## src/rtl/ternary_trit_serial_sched_if.sv

```systemverilog
// Requester-side bundle of the shared trit ALU scheduler.
// The err signal exists only when TERN_INVALID_CHECK_EN is defined.
interface ternary_trit_serial_sched_if #(
  parameter int NREQ  = 4,
  parameter int TRITS = 8
);
  logic [NREQ-1:0]         req;
  logic [2*NREQ-1:0]       op_flat;
  logic [2*TRITS*NREQ-1:0] a_flat;
  logic [2*TRITS*NREQ-1:0] b_flat;
  logic [NREQ-1:0]         gnt;
  logic [NREQ-1:0]         done;
  logic [2*TRITS-1:0]      result;
  logic                    busy;
`ifdef TERN_INVALID_CHECK_EN
  logic                    err;

  modport master (output req, op_flat, a_flat, b_flat,
                  input gnt, done, result, busy, err);
  modport slave  (input req, op_flat, a_flat, b_flat,
                  output gnt, done, result, busy, err);
`else
  modport master (output req, op_flat, a_flat, b_flat,
                  input gnt, done, result, busy);
  modport slave  (input req, op_flat, a_flat, b_flat,
                  output gnt, done, result, busy);
`endif
endinterface

```

## src/rtl/ternary_trit_serial_sched.sv

```systemverilog
// Round-robin scheduler sharing one trit-serial ternary ALU among NREQ requesters.
// Optional macro TERN_INVALID_CHECK_EN: abort on a 11 trit code and flag err.
module ternary_trit_serial_sched #(
  parameter int NREQ  = 4,
  parameter int TRITS = 8
) (
  input  logic                           clk,
  input  logic                           rst_n,
  ternary_trit_serial_sched_if.slave     bus
);
  localparam int W  = 2 * TRITS;
  localparam int PW = (NREQ > 1) ? $clog2(NREQ) : 1;
  localparam int CW = (TRITS > 1) ? $clog2(TRITS) : 1;

  typedef enum logic [1:0] {S_IDLE, S_LOAD, S_RUN, S_DONE} state_t;

  state_t         r_state, w_state_next;
  logic [PW-1:0]  r_g, r_prio, w_pick, w_prio_next;
  logic           w_found;
  logic [W-1:0]   r_a_sr, r_b_sr, r_res_sr, r_result, w_res_shift;
  logic [1:0]     r_op, w_alu;
  logic [CW-1:0]  r_cnt;
  logic           w_last;
  logic           w_inv;
`ifdef TERN_INVALID_CHECK_EN
  logic           r_err;
`endif

  // Gate-level trit operators on the {t1,t0} encoding (0=00, 1=01, 2=10).
  function automatic logic [1:0] trit_alu(input logic [1:0] op, input logic [1:0] a,
                                          input logic [1:0] b);
    logic o1, o0;
    o1 = 1'b0;
    o0 = 1'b0;
    case (op)
      2'b00: begin
        o1 = a[1] | b[1];
        o0 = ~o1 & (a[0] | b[0]);
      end
      2'b01: begin
        o1 = a[1] & b[1];
        o0 = ~o1 & (a[0] | a[1]) & (b[0] | b[1]);
      end
      2'b10: begin
        o1 = a[1] & b[1];
        o0 = ~o1 & (a[0] | a[1] | b[0] | b[1]);
      end
      default: begin
        o1 = (a[1] & (b[1] | b[0])) | (b[1] & a[0]);
        o0 = (a[0] & b[0]) | (a[1] & ~b[0] & ~b[1]) | (b[1] & ~a[0] & ~a[1]);
      end
    endcase
    return {o1, o0};
  endfunction

  assign w_alu  = trit_alu(r_op, r_a_sr[1:0], r_b_sr[1:0]);
  assign w_last = (r_cnt == CW'(TRITS - 1));
  assign w_prio_next = (r_g == PW'(NREQ - 1)) ? '0 : r_g + 1'b1;

`ifdef TERN_INVALID_CHECK_EN
  assign w_inv = (r_a_sr[1:0] == 2'b11) || (r_b_sr[1:0] == 2'b11);
`else
  assign w_inv = 1'b0;
`endif

  // New trits enter at the top so trit 0 lands at the LSB after TRITS shifts.
  generate
    if (TRITS == 1) begin : g_one
      assign w_res_shift = w_alu;
    end else begin : g_multi
      assign w_res_shift = {w_alu, r_res_sr[W-1:2]};
    end
  endgenerate

  // First pending requester at or after the priority pointer, wrapping.
  always_comb begin
    int idx;
    idx     = 0;
    w_pick  = '0;
    w_found = 1'b0;
    for (int i = 0; i < NREQ; i++) begin
      idx = (int'(r_prio) + i) % NREQ;
      if (!w_found && bus.req[PW'(idx)]) begin
        w_found = 1'b1;
        w_pick  = PW'(idx);
      end
    end
  end

  always_comb begin
    w_state_next = r_state;
    unique case (r_state)
      S_IDLE:  if (w_found) w_state_next = S_LOAD;
      S_LOAD:  w_state_next = S_RUN;
      S_RUN:   if (w_last || w_inv) w_state_next = S_DONE;
      S_DONE:  w_state_next = S_IDLE;
      default: w_state_next = S_IDLE;
    endcase
  end

  always_ff @(posedge clk) begin
    if (!rst_n) begin
      r_state  <= S_IDLE;
      r_g      <= '0;
      r_prio   <= '0;
      r_a_sr   <= '0;
      r_b_sr   <= '0;
      r_res_sr <= '0;
      r_result <= '0;
      r_op     <= '0;
      r_cnt    <= '0;
`ifdef TERN_INVALID_CHECK_EN
      r_err    <= 1'b0;
`endif
    end else begin
      r_state <= w_state_next;
      case (r_state)
        S_IDLE: if (w_found) r_g <= w_pick;
        S_LOAD: begin
          r_a_sr   <= bus.a_flat[W*int'(r_g) +: W];
          r_b_sr   <= bus.b_flat[W*int'(r_g) +: W];
          r_op     <= bus.op_flat[2*int'(r_g) +: 2];
          r_res_sr <= '0;
          r_cnt    <= '0;
        end
        S_RUN: begin
          r_a_sr   <= r_a_sr >> 2;
          r_b_sr   <= r_b_sr >> 2;
          r_res_sr <= w_res_shift;
          r_cnt    <= r_cnt + 1'b1;
          // An aborted word reports all zeros rather than a partial result.
          if (w_inv) begin
            r_result <= '0;
`ifdef TERN_INVALID_CHECK_EN
            r_err    <= 1'b1;
`endif
          end else if (w_last) begin
            r_result <= w_res_shift;
          end
        end
        S_DONE: begin
          r_prio <= w_prio_next;
`ifdef TERN_INVALID_CHECK_EN
          r_err  <= 1'b0;
`endif
        end
        default: ;
      endcase
    end
  end

  assign bus.busy   = (r_state != S_IDLE);
  assign bus.gnt    = bus.busy ? (NREQ'(1) << r_g) : '0;
  assign bus.done   = (r_state == S_DONE) ? (NREQ'(1) << r_g) : '0;
  assign bus.result = r_result;
`ifdef TERN_INVALID_CHECK_EN
  assign bus.err    = r_err;
`endif
endmodule
```

## src/flat_wrapper.sv

```systemverilog
// flat-port wrapper written by rule: the top's interface ports become plain ports
module ternary_trit_serial_sched_flat 
#(
  parameter int NREQ  = 4,
  parameter int TRITS = 8
)
  (clk, rst_n, bus_req, bus_op_flat, bus_a_flat, bus_b_flat, bus_gnt, bus_done, bus_result, bus_busy);
  ternary_trit_serial_sched_if #(.NREQ(NREQ), .TRITS(TRITS)) bus_i ();
  input  logic clk;
  input  logic rst_n;
  input wire logic [$bits(bus_i.req)-1:0] bus_req;
  input wire logic [$bits(bus_i.op_flat)-1:0] bus_op_flat;
  input wire logic [$bits(bus_i.a_flat)-1:0] bus_a_flat;
  input wire logic [$bits(bus_i.b_flat)-1:0] bus_b_flat;
  output wire logic [$bits(bus_i.gnt)-1:0] bus_gnt;
  output wire logic [$bits(bus_i.done)-1:0] bus_done;
  output wire logic [$bits(bus_i.result)-1:0] bus_result;
  output wire logic [$bits(bus_i.busy)-1:0] bus_busy;
  assign bus_i.req = bus_req;
  assign bus_i.op_flat = bus_op_flat;
  assign bus_i.a_flat = bus_a_flat;
  assign bus_i.b_flat = bus_b_flat;
  assign bus_gnt = bus_i.gnt;
  assign bus_done = bus_i.done;
  assign bus_result = bus_i.result;
  assign bus_busy = bus_i.busy;
  ternary_trit_serial_sched #(.NREQ(NREQ), .TRITS(TRITS)) u_core (.clk(clk), .rst_n(rst_n), .bus(bus_i));
endmodule
```

## config.mk

```make
export PLATFORM = sky130hd
export DESIGN_NAME = ternary_trit_serial_sched_flat
export DESIGN_NICKNAME = d
export VERILOG_FILES = /design/src/rtl/ternary_trit_serial_sched_if.sv /design/src/rtl/ternary_trit_serial_sched.sv /design/src/flat_wrapper.sv
export SDC_FILE = /design/constraint.sdc
export NUM_CORES = 1
export LEC_CHECK = 0
export ABC_AREA = 1
export ABC_CLOCK_PERIOD_IN_PS = 2900
export BUFFER_PORTS_ARGS = -buffer_cell sky130_fd_sc_hd__buf_2
export CAP_MARGIN = 0
export CORE_MARGIN = 5
export CORE_UTILIZATION = 53
export DETAILED_ROUTE_END_ITERATION = 8
export GPL_ROUTABILITY_DRIVEN = 0
export HOLD_SLACK_MARGIN = 0.03
export PLACE_DENSITY = 0.85
export RECOVER_POWER = 50
export SETUP_SLACK_MARGIN = 0.02
export SLEW_MARGIN = 20
export SYNTH_ARGS = -nofsm -noshare
export SYNTH_HDL_FRONTEND = slang
export SYNTH_SLANG_ARGS = --single-unit
```

## constraint.sdc

```tcl
create_clock -name clk -period 2.9 [get_ports clk]
set_clock_uncertainty 0.15 [all_clocks]
set_input_delay 0.29 -clock clk [delete_from_list [all_inputs] [get_ports clk]]
set_output_delay 0.29 -clock clk [all_outputs]
set_load 0.005 [all_outputs]
```

==> flow_summary.yaml, run 1 <==
outcome:
  result_of_the_run: "complete, no violations"
global_routing:
  first_pass_grt_wire_length_um: 20000
  grt_pass1_vias: 4561
  grt_start_max_net_pins: 71
  globalRoute.totalOverflow: 0
  antenna_violations_before_repair: 1
  grt_usage_pct: 24.0
synth:
  syn-cell-area_um2: 4320
  yosys_warnings: 0
  post_synth_main_area_contributors: "dfxtp_1 34%, nor2_1 13%, o21ai_0 10%"
  post_synthesis_cell_type_with_the_largest_combined_area: "dfxtp_1"
  ys_types: 26
  synth.net_count: 825
  yosys_register_bits: 73
  synth.yosys.seq_area_share_pct: 33.9
  yosys.area.top_type_share_pct: 33.9
  postSynthCellCount: 669
  synth_area_per_cell_um2: 6.45
sta:
  tns_ps: 0
  tightestPinTransition_ps: 885
  period_share_pct: 83.5
  final_critical_path_setup_slack_ps: 478
  timing.final.max_slew_violations: 0
  period_needed_ps: 2420
  maxClockFrequency_ghz: 0.413
  setup-violations-final: 0
  rsz0062_at_grt: "false"
  worst_slew_margin_rel_pct: 40.9
  report.final.hold_viol_count: 0
routing:
  wire_per_inst_um: 13.4
  via_per_inst: 5.39
  detailroute.wirelength.met2_um: 6120
  wl_met1_um: 4980
  antenna_left: 0
  detailroute.wirelength.met3_um: 1000
  route.detailed.drc: 0
  number_of_detailed_routing_iterations_run_before_antenna_repair: 5
  wirelength_um: 12300
  routed.top_layer: "met5"
  route.vias.total: 4958
  drtIter0Drc: 291
critical_path:
  timing.critical_path.from_type: "flip-flop"
  reg2regPathDepth: 9
  reg2reg_from: "u_core.r_state[0]"
  crit_path_max_incr_delay_ps: 420
  data_required_time_at_the_worst_endpoint_ps: 2950
  worstPathMaxFanout: 25
  worst_endpoint_data_arrival_time_ps: 2480
  slowest_stage_cell_cp: "inv_1"
  cp_cell_sequence: "inv_1 > ha_1 > nand2_1 > clkbuf_2 > inv_1 > nand2_1 > o21ai_0 > a21oi_1 > nor2_1"
  critical_path.endpoint_type: "flip-flop"
  worst-setup-path-type: "reg2reg"
  regToRegSetupSlack_ps: 480
  worstReg2RegEnd: "u_core.r_a_sr[12]"
hold_path:
  hold-path-cell-count: 3
  min_delay_worst_endpoint: "u_core.r_state[1]"
  timing.hold.worst.class: "in2reg"
  hold_path_startpoint: "rst_n"
cells_and_area:
  nets: 966
  fillCellCount: 737
  num_antenna_cells: 0
  area_delta_synth_final_pct: 23.6
  fraction_of_layout_cells_with_a_size_suffix_above_1_pct: 24.5
power_and_ir_drop:
  power_per_cell_area_nw_per_um2: 877
  p_leak_uw: 0.00248
  vdd.ir_drop.worst_mv: 0.493
clock_tree:
  cts_hold_repair.buffers: 0
  tritoncts_num_sinks: 73
  numCtsBuffers: 9
  ctsLongestPathBuffers: 2
  cts.clk_slew.worst_paths_ps: 80
  clock_insertion_delay_at_the_later_pin_of_the_skew_report_ps: 340
  cts_resized: 0
  post_cts_buffers: 0
  cts_tree: "yes"
  htree_levels: 3
  clock-root-buffer: "clkbuf_8"
floorplan:
  design.portCount: 167
  die_width_um: 100
  die_h_um: 100
  floorplan.initialDensity_pct: 53.3
  core_um2: 8090
  core.rowCount: 33
  die_area_um2: 10000
placement:
  detailedPlacementHpwl_um: 9290
  placement.io_buffers: 166
  placement.setup.worst_slack_ps: 645
run:
  max_cap_check_violation_count: 0
## cell usage after synthesis
| cell type | instances |
|---|---|
| inv_1 | 55 |
| buf_1 | 2 |
| o21ai_0 | 86 |
| nand2_2 | 8 |
| clkbuf_8 | 1 |
| buf_6 | 1 |
| a31oi_1 | 1 |
| nand2_4 | 2 |
| nor2_1 | 147 |
| ha_1 | 14 |
| nand3_1 | 9 |
| o211ai_1 | 1 |
| inv_2 | 4 |
| nand3_2 | 3 |
| nand2_1 | 91 |
| nor2_8 | 1 |
| a211oi_1 | 2 |
| nand4_4 | 1 |
| dfxtp_1 | 73 |
| buf_2 | 19 |
| inv_6 | 1 |
| clkbuf_1 | 21 |
| o21ai_1 | 16 |
| o31ai_1 | 1 |
| o22ai_1 | 54 |
| a21oi_1 | 55 |
## metrics by stage
step	hold slack (ps)	std cells	area (um2)	util [%]	total power [uW]
after detailed placement	304	904	5130	63.5	3740
final	189	920	5330	65.9	4680
after global placement	304	904	5130	63.5	3640
after global routing	210	920	5330	65.9	5090
after CTS	172	920	5390	66.6	4730
after floorplan	292	669	4320	-	3190
## worst max-delay path, delay by kind of cell (launching register included)
kind / cells / cell delay [ps]
and+or+nand+nor: 3 / 300
AOI/OAI and AO/OA: 2 / 220
DFF: 1 / 370
adders and majority gates: 1 / 340
buffers and inverters: 3 / 900
## cell type report
| class | instances | area (um2) | share of cell area [%] |
|---|---|---|---|
| Multi-Input combinational cell | 492 | 2390 | 44.7 |
| Sequential cell | 73 | 1460 | 27.4 |
| Timing Repair Buffer | 174 | 877 | 16.4 |
| Inverter | 60 | 226 | 4.25 |
| Clock buffer | 10 | 138 | 2.58 |
| Tap cell | 105 | 131 | 2.46 |
| Clock inverter | 6 | 114 | 2.13 |
## where the power goes
group,leakage [uW],internal [uW],total (uW),switching [uW]
clock,0.000119,598,987,389
combinational,0.00177,787,2270,1480
sequential,0.000594,1270,1420,145
total,0.00248,2660,4680,2020
## kinds of logic after synthesis
logic type | after synthesis | share of synthesized area (%)
AOI/OAI and AO/OA | 216 | 26.9
buffers and inverters | 104 | 10.1
DFF | 73 | 33.9
adders and majority gates | 14 | 4.06
and+or+nand+nor | 262 | 25.1
## how the worst max path moves through the flow
stage / slack (ps) / startpoint / endpoint
finish: 480 / u_core.r_state[0] / u_core.r_a_sr[12]
global route: 240 / u_core.r_state[0] / u_core.r_a_sr[13]
CTS: 620 / u_core.r_state[1] / u_core.r_a_sr[15]
detailed placement: 640 / u_core.r_state[0] / u_core.r_a_sr[5]
global placement: 760 / u_core.r_state[0] / u_core.r_b_sr[13]
floorplan: 1130 / u_core.r_state[0] / u_core.r_a_sr[10]
## cell usage in the layout, fill, tap and decap left out, types with 6 or more instances in the layout
cell	Yosys	final
o22ai_1	54	54
ha_1	14	14
clkbuf_8	1	10
dfxtp_1	73	73
buf_4	0	6
nand3_1	9	9
a21oi_1	55	55
nor2_1	147	147
nand2_1	91	92
o21ai_0	86	86
inv_1	55	56
buf_2	19	159
nand2_2	8	7
clkbuf_1	21	7
o21ai_1	16	16
## flip-flops by register name (all words and copies together), names as in the netlist
signal,cells
u_core.r_op,2
u_core.r_prio,2
u_core.r_a_sr,16
u_core.r_b_sr,16
u_core.r_cnt,3
u_core.r_g,2
u_core.bus.result,16
u_core.r_state,2
u_core.r_res_sr,14
## layer usage
metal	up-vias	GRT usage, %
met3	21	5.63
met1	2246	29.0
met2	195	42.5
met4	2	6.84
li1	2494	-
met5	-	0
No activity file was read; power rests on OpenSTA's default activity.
==> run 2, diff against run 1 <==
- ABC_CLOCK_PERIOD_IN_PS: 2900 -> 2500
- CORE_UTILIZATION: 53 -> 50
- PLACE_DENSITY: 0.85 -> 0.81
- clock period: 2.9 -> 2.5 ns (I/O delays scaled with it)
==> flow_summary.yaml, run 2 (synthesis results as in run 1) <==
placement:
  placement.io_buffers: 166
  detailedPlacementHpwl_um: 9050
critical_path:
  critical_path.endpoint_type: "output pin"
  crit_path_max_incr_delay_ps: 620
  worst_endpoint_data_arrival_time_ps: 1730
  reg2reg_from: "u_core.r_prio[0]"
  timing.critical_path.from_type: "flip-flop"
  critical-path-top-delay-family: "flip-flops"
  slowest_stage_cell_cp: "dfxtp_1"
  timing.critical_path.from: "u_core.r_g[0]"
  cp_cell_sequence: "inv_2 > buf_12 > ha_1 > inv_1 > nor2_1 > buf_2"
  worstPathMaxFanout: 72
  reg2regPathDepth: 11
  critical_path_depth: 6
  data_required_time_at_the_worst_endpoint_ps: 2100
  critical_path.endpoint: "bus_gnt[0]"
  worst-setup-path-type: "reg2out"
  regToRegSetupSlack_ps: 440
  critical_path.n_buffers_inverters: 4
  worstReg2RegEnd: "u_core.r_g[0]"
sta:
  period_needed_ps: 2130
  tns_ps: 0
  tightestPinTransition_ps: 888
  report.final.hold_viol_count: 0
  maxClockFrequency_ghz: 0.470
  rsz0062_at_grt: "false"
  timing.final.max_slew_violations: 0
  worst_slew_margin_rel_pct: 40.7
  setup-violations-final: 0
  period_share_pct: 85.1
routing:
  route.detailed.drc: 0
  wirelength_um: 12200
  antenna_left: 0
  number_of_detailed_routing_iterations_run_before_antenna_repair: 5
  wire_per_inst_um: 13.2
  via_per_inst: 5.25
  route.vias.total: 4838
  drtIter0Drc: 239
cells_and_area:
  layout.core_utilization_pct: 64.6
  nets: 968
  layout_common_cells: "154 x buf_2, 147 x nor2_1, 91 x nand2_1, 87 x o21ai_0, 73 x dfxtp_1"
  num_antenna_cells: 0
  area_delta_synth_final_pct: 24.2
  multi_input_area_um2: 2400
  layout_commonest_cell: "buf_2"
  fillCellCount: 765
  fraction_of_layout_cells_with_a_size_suffix_above_1_pct: 24.2
  seqCellArea_um2: 1460
power_and_ir_drop:
  power_per_cell_area_nw_per_um2: 997
  vdd.ir_drop.worst_mv: 0.436
  p_leak_uw: 0.00247
floorplan:
  core_um2: 8300
  floorplan.initialDensity_pct: 52.0
  die_width_um: 103
  die_h_um: 103
  die_area_um2: 10600
  core.rowCount: 33
  design.portCount: 167
clock_tree:
  cts_resized: 0
  cts.clk_slew.worst_paths_ps: 90
  numCtsBuffers: 9
  ctsLongestPathBuffers: 2
  clock_insertion_delay_at_the_later_pin_of_the_skew_report_ps: 350
  cts_hold_repair.buffers: 0
  post_cts_buffers: 0
  tritoncts_num_sinks: 73
  cts_tree: "yes"
  clock-root-buffer: "clkbuf_8"
  htree_levels: 3
outcome:
  result_of_the_run: "complete, no violations"
global_routing:
  antenna_violations_before_repair: 0
  grt_usage_pct: 23.2
  grt_pass1_vias: 4636
  first_pass_grt_wire_length_um: 19900
  grt_start_max_net_pins: 73
  globalRoute.totalOverflow: 0
hold_path:
  timing.hold.worst.class: "in2reg"
run:
  max_cap_check_violation_count: 0
-- run 2: power breakdown --
group | internal (uW) | leakage, uW | switching (uW)
combinational | 964 | 0.00177 | 1690
clock | 566 | 0.000107 | 455
sequential | 1480 | 0.000594 | 189
total | 3010 | 0.00247 | 2330
-- run 2: worst min path at each step --
stage | startpoint | endpoint | cells after the start
floorplan | u_core.r_res_sr[2] | u_core.r_res_sr[2] | 2
global placement | u_core.r_res_sr[2] | u_core.r_res_sr[2] | 2
detailed placement | u_core.r_b_sr[14] | u_core.r_b_sr[14] | 2
CTS | rst_n | u_core.r_g[1] | 3
global route | rst_n | u_core.r_g[1] | 3
finish | rst_n | u_core.r_g[1] | 3
-- run 2: metal layers --
layer / GRT usage (%) / routed length, um
met1: 27.8 / 4930
met4: 6.37 / 119
met5: 0 / 0
met2: 41.4 / 6180
met3: 5.55 / 930
-- run 2: final cells by class --
| cell class | instances | share of cell area [%] |
|---|---|---|
| Multi-Input combinational cell | 492 | 44.9 |
| Sequential cell | 73 | 27.3 |
| Timing Repair Buffer | 176 | 17.0 |
| Inverter | 60 | 4.30 |
| Tap cell | 105 | 2.45 |
| Clock buffer | 10 | 2.38 |
| Clock inverter | 6 | 1.68 |
-- run 2: worst register-to-register path: cells and delay by family (launching register included) --
kind	cells	cell delay, ps
simple gates	10	1130
flops	1	600
buf+inv	1	80
-- run 2: per-stage QoR --
stage                     std cells  setup WS (ps)  cell area [um2]  hold WS [ps]  power [uW]
after CTS                       922            488             5390           122        5400
after global routing            922            217             5360           151        5830
after global placement          906            748             5170           304        4260
final                           922            373             5360           133        5340
after floorplan                 669            726             4320           292        3700
after detailed placement        906            668             5170           311        4380
